## config.mk

```make
export PLATFORM = sky130hd
export DESIGN_NAME = player_collision_sampler
export DESIGN_NICKNAME = d
export VERILOG_FILES = /design/src/rtl/player_collision_sampler.sv
export SDC_FILE = /design/constraint.sdc
export NUM_CORES = 1
export LEC_CHECK = 0
export BUFFER_PORTS_ARGS = -buffer_cell sky130_fd_sc_hd__clkbuf_2
export CAP_MARGIN = 20
export CELL_PAD_IN_SITES_DETAIL_PLACEMENT = 1
export CELL_PAD_IN_SITES_GLOBAL_PLACEMENT = 1
export CORE_UTILIZATION = 40
export CTS_CLUSTER_SIZE = 25
export DETAILED_ROUTE_END_ITERATION = 12
export PLACE_DENSITY_LB_ADDON = 0.1
export SKIP_CTS_REPAIR_TIMING = 1
export SLEW_MARGIN = 20
export SYNTH_ARGS = -nofsm -noshare
export SYNTH_HDL_FRONTEND = slang
export SYNTH_SLANG_ARGS = --single-unit
export TNS_END_PERCENT = 20
```

## constraint.sdc

```tcl
create_clock -name clk -period 4.4 [get_ports clk]
set_clock_uncertainty 0.1 [all_clocks]
set_input_delay 0.44 -clock clk [delete_from_list [all_inputs] [get_ports clk]]
set_output_delay 0.44 -clock clk [all_outputs]
set_load 0.01 [all_outputs]
```

## src/rtl/player_collision_sampler.sv

```systemverilog
// Samples the map tile codes under the player's box across one active frame and, at the
// start of vertical blanking, commits one prioritised code plus a saturating hazard-pixel count.
module player_collision_sampler #(
  parameter int          PLAYER_W    = 32,
  parameter int          PLAYER_H    = 48,
  parameter logic [3:0]  HAZARD_CODE = 4'h5,
  parameter int          CNT_W       = 12
) (
  input  logic              clk,
  input  logic              rst,
  input  logic [10:0]       hcount,
  input  logic [10:0]       vcount,
  input  logic              hblnk,
  input  logic              vblnk,
  input  logic [3:0]        map_code,
  input  logic [11:0]       xpos,
  input  logic [11:0]       ypos,
  output logic [3:0]        current_pix,
  output logic              pix_valid,
  output logic [CNT_W-1:0]  hazard_cnt
);

  typedef enum logic [1:0] {SYNC, SCAN, COMMIT} state_t;

  state_t           state, state_nxt;
  logic             vblnk_d;
  logic             fb;
  logic [11:0]      x_l, y_l;
  logic             hz_seen;
  logic [CNT_W-1:0] hz_acc;
  logic [3:0]       max_acc;
  logic             clr_acc, latch_pos, do_commit, acc_en;
  logic             in_box;
  logic [12:0]      h13, v13, xl13, yl13, xr13, yb13;

  // vblnk_d resets high so a reset taken during blanking cannot fake a frame boundary
  always_ff @(posedge clk) begin
    if (rst) vblnk_d <= 1'b1;
    else     vblnk_d <= vblnk;
  end

  assign fb = vblnk & ~vblnk_d;

  always_ff @(posedge clk) begin
    if (rst) state <= SYNC;
    else     state <= state_nxt;
  end

  always_comb begin
    state_nxt = state;
    case (state)
      SYNC:    if (fb) state_nxt = SCAN;
      SCAN:    if (fb) state_nxt = COMMIT;
      COMMIT:  state_nxt = SCAN;
      default: state_nxt = SYNC;
    endcase
  end

  always_comb begin
    clr_acc   = 1'b0;
    latch_pos = 1'b0;
    do_commit = 1'b0;
    acc_en    = 1'b0;
    case (state)
      SYNC: begin
        clr_acc   = fb;
        latch_pos = fb;
      end
      SCAN: begin
        acc_en    = 1'b1;
        latch_pos = fb;
      end
      COMMIT: begin
        do_commit = 1'b1;
        clr_acc   = 1'b1;
        latch_pos = 1'b1;
      end
      default: ;
    endcase
  end

  always_ff @(posedge clk) begin
    if (rst) begin
      x_l <= '0;
      y_l <= '0;
    end else if (latch_pos) begin
      x_l <= xpos;
      y_l <= ypos;
    end
  end

  // 13-bit compare so a box near the 12-bit limit cannot wrap its right/bottom edge
  assign h13  = {2'b00, hcount};
  assign v13  = {2'b00, vcount};
  assign xl13 = {1'b0, x_l};
  assign yl13 = {1'b0, y_l};
  assign xr13 = xl13 + 13'(PLAYER_W);
  assign yb13 = yl13 + 13'(PLAYER_H);
  assign in_box = (h13 >= xl13) && (h13 < xr13) && (v13 >= yl13) && (v13 < yb13)
                  && !hblnk && !vblnk;

  always_ff @(posedge clk) begin
    if (rst || clr_acc) begin
      hz_seen <= 1'b0;
      hz_acc  <= '0;
      max_acc <= '0;
    end else if (acc_en && in_box) begin
      if (map_code == HAZARD_CODE) begin
        hz_seen <= 1'b1;
        if (hz_acc != {CNT_W{1'b1}}) hz_acc <= hz_acc + CNT_W'(1);
      end else if (map_code > max_acc) begin
        max_acc <= map_code;
      end
    end
  end

  always_ff @(posedge clk) begin
    if (rst) begin
      current_pix <= '0;
      hazard_cnt  <= '0;
      pix_valid   <= 1'b0;
    end else begin
      pix_valid <= do_commit;
      if (do_commit) begin
        current_pix <= hz_seen ? HAZARD_CODE : max_acc;
        hazard_cnt  <= hz_acc;
      end
    end
  end

endmodule

```

==> impl_metrics.py <==
metrics = {
    "timing": {
        "fin_crit_sh_pct": 78.41,
        "grt_setup_unrepaired": "false",
        "whs_ns": 0.2240,
        "min_period_ns": 3.450,
        "setup_viol": 0,
        "worst_pin_slew_ns": 1.059,
        "drv_slew": 0,
        "fin_setup_tns_ns": 0,
        "max_freq_mhz": 289.9,
        "slew_headroom_pct": 29.41,
        "finalHoldViolations": 0,
    },
    "run": {
        "maxCapViolations": 0,
    },
    "detailed_routing": {
        "drt_iter0_drc": 117,
        "routed_via_density": 5.273,
        "num_vias": 3264,
        "wirelength_mm": 9.277,
        "route.detailed.drc": 0,
        "firstDrtPassIters": 4,
        "ant_nets": 0,
        "wl_per_cell_um": 14.99,
    },
    "placed_design": {
        "hpwl_mm": 6.924,
        "place_area_sq_mm": 0.003958,
        "gp_congestion": 0.8691,
        "port_buffers": 70,
        "placed_cells": 603,
    },
    "clock_tree": {
        "cts.clk_slew.worst_paths_ns": 0.07,
        "cts_tree": "yes",
        "cts_buffer_depth": 2,
        "numCtsBuffers": 9,
        "clock-sinks": 61,
        "cts_max_level": 3,
        "root_buffer": "clkbuf_8",
        "clk-insertion-delay-late_ns": 0.34,
    },
    "critical_path": {
        "crit_path_max_fanout": 11,
        "worstSetupPathType": "reg -> reg",
        "rrSetupSlack_ns": 0.95,
        "end_kind": "register",
        "cp_common_cell": "ha_1",
        "required_ns": 4.56,
        "crit_slowest_cell": "or4_4",
        "start_kind": "register",
        "path_cells": "inv_1 -> ha_1 -> nor3_1 -> xnor2_1 -> ha_1 -> a21o_1 -> a211oi_1 -> o21ai_0 -> o221a_2 -> or4_4 -> or3_1 -> a21oi_1",
        "slowest_delay_ns": 0.60,
        "critPathArrivalTime_ns": 3.61,
    },
    "final_layout": {
        "nets": 605,
        "area_growth_pct": 17.92,
        "drive_above_1_share_pct": 19.46,
        "fin_cells": 619,
        "mostFrequentLayoutCell": "nand2_1",
        "antennaDiodeCount": 0,
        "utilization_pct": 49.50,
        "final_cell_area_sq_mm": 0.004149,
        "layout_common_cells": "nand2_1, clkbuf_2, dfxtp_1, a21oi_1, ha_1",
    },
    "synth": {
        "yosys.area_share.adder_pct": 14.94,
        "syn_inst": 441,
        "yosys_most_used_dff": "dfxtp_1",
        "ys_seq_elements": 61,
        "synth_simple_gate_area_share_pct": 23.79,
        "synth_nets": 537,
        "syn_area_sq_mm": 0.003518,
        "synth_cell_type_count": 48,
        "async_flop_share_pct": 0,
        "ys_warn_count": 0,
        "synth_xor_area_share_pct": 2.738,
        "muxShareOfSynthArea_pct": 1.707,
        "ys_top_cells_by_area": "dfxtp_1, ha_1, nand2_1, a21oi_1, inv_1",
        "avgSynthCellArea_sq_um": 7.978,
        "synth-compound-area-share_pct": 17.11,
        "synth_top_area_share_pct": 34.71,
        "yosys.area.top_type": "dfxtp_1",
        "seq_area_frac_synth_pct": 34.71,
        "synth_edf_count": 0,
        "synth_top_family_by_area": "simple AND/OR/NAND/NOR gates",
    },
    "global_routing": {
        "grt_busiest_layer": "met2",
        "grt.total_usage_pct": 22.18,
        "gr-usage-met1_pct": 27.61,
        "gr-usage-met2_pct": 39.35,
        "antenna_found_initial": 0,
        "grt_pass1_vias": 3299,
        "met3_usage_pct": 4.186,
        "grt_pass1_wl_mm": 15.64,
        "grt_max_degree": 48,
        "grt-ovfl-total": 0,
    },
    "power": {
        "power_density_mw_per_mm2": 296.9,
        "seqPwrFrac_pct": 46.4,
        "p_leak_nw": 1.647,
        "sw_frac_of_total_pct": 26.73,
        "p_clk_share_pct": 40.8,
        "p_sw_uw": 329.3,
        "intPower_uw": 902.8,
        "pwr-share-comb_pct": 12.9,
        "ir_worst_vdd_uv": 176.7,
    },
    "floorplanning": {
        "core_sq_mm": 0.008382,
        "initial_core_util_pct": 41.98,
        "io-pin-count": 71,
        "std_cell_rows": 33,
        "die_height_um": 95.79,
        "design.die.area_sq_mm": 0.009175,
        "die-width_um": 95.79,
    },
    "worst_hold_path": {
        "hp-class": "in -> reg",
    },
    "status": {
        "status": "finished, final reports clean",
    },
}
==> power groups by stage <==
| stage | registers, mW | clock network [mW] | logic, mW |
|---|---|---|---|
| global placement | 0.583 | 0 | 0.151 |
| CTS | 0.571 | 0.522 | 0.161 |
| floorplan | 0.581 | 0 | 0.0998 |
| finish | 0.571 | 0.502 | 0.159 |
| detailed placement | 0.584 | 0 | 0.159 |
| global route | 0.572 | 0.541 | 0.181 |
==> registers in the layout (all words and copies together) (netlist names) <==
name	count
hazard_cnt	12
hz_acc	12
x_l	12
y_l	12
current_pix	4
max_acc	4
state	2
hz_seen	1
pix_valid	1
vblnk_d	1
==> area by class of cell <==
cell class / instances / area, sq um
multi-input cells: 335 / 2127
clock inverters: 5 / 50.05
fillers: 1058 / 4233
inverters: 30 / 112.6
clock buffers: 11 / 141.4
repair buffers: 72 / 365.4
well taps: 105 / 131.4
flip-flops and latches: 61 / 1221
==> stage by stage <==
| stage | setup slack (ns) | total power, mW |
|---|---|---|
| 6_report | 0.9500 | 1.232 |
| 5_1_grt | 0.6808 | 1.295 |
| 4_1_cts | 0.9384 | 1.254 |
| 3_5_place_dp | 0.9548 | 0.7428 |
| 3_3_place_gp | 1.062 | 0.7346 |
| 2_1_floorplan | 1.146 | 0.6808 |
==> critical path, delay by kind of cell, from the launching register on <==
| family | cells | cell delay [ns] |
|---|---|---|
| AOI/OAI and AO/OA | 5 | 0.95 |
| and+or+nand+nor | 3 | 1.17 |
| DFF | 1 | 0.39 |
| xor gates and xnor gates | 1 | 0.15 |
| adders and majority gates | 2 | 0.52 |
| buffers and inverters | 1 | 0.10 |
==> cells by family after synthesis <==
group,Yosys count
muxes,6
xor gates and xnor gates,11
buffers and inverters,45
and+or+nand+nor,177
adders and majority gates,42
AOI/OAI and AO/OA,99
DFF,61
==> synthesized netlist by cell type (all sizes together) (3+ instances only) <==
cell,number
nand2,96
dfxtp,61
a21oi,60
ha,42
inv,30
nor2,21
clkbuf,13
nand3,11
nor3,10
o21ai,9
xnor2,9
nand4,8
or3,7
mux2i,6
a211oi,5
nor2b,5
nor4,5
o21a,4
a21o,3
a31oi,3
o211ai,3
or2,3
==> final timing paths <==
path,start,cells past startpoint,to
setup / recovery,y_l[4],12,hz_acc[4]
hold / removal,ypos[9],3,y_l[9]
setup reg to reg,y_l[4],12,hz_acc[4]
hold reg to reg,hazard_cnt[5],2,hazard_cnt[5]
==> layer usage <==
metal | up-vias | wire, um
met5 | - | 0
met1 | 1525 | 4536
met2 | 55 | 4394
met3 | 8 | 256
li1 | 1676 | -
met4 | 0 | 89
No activity file was read; power rests on OpenSTA's default activity.
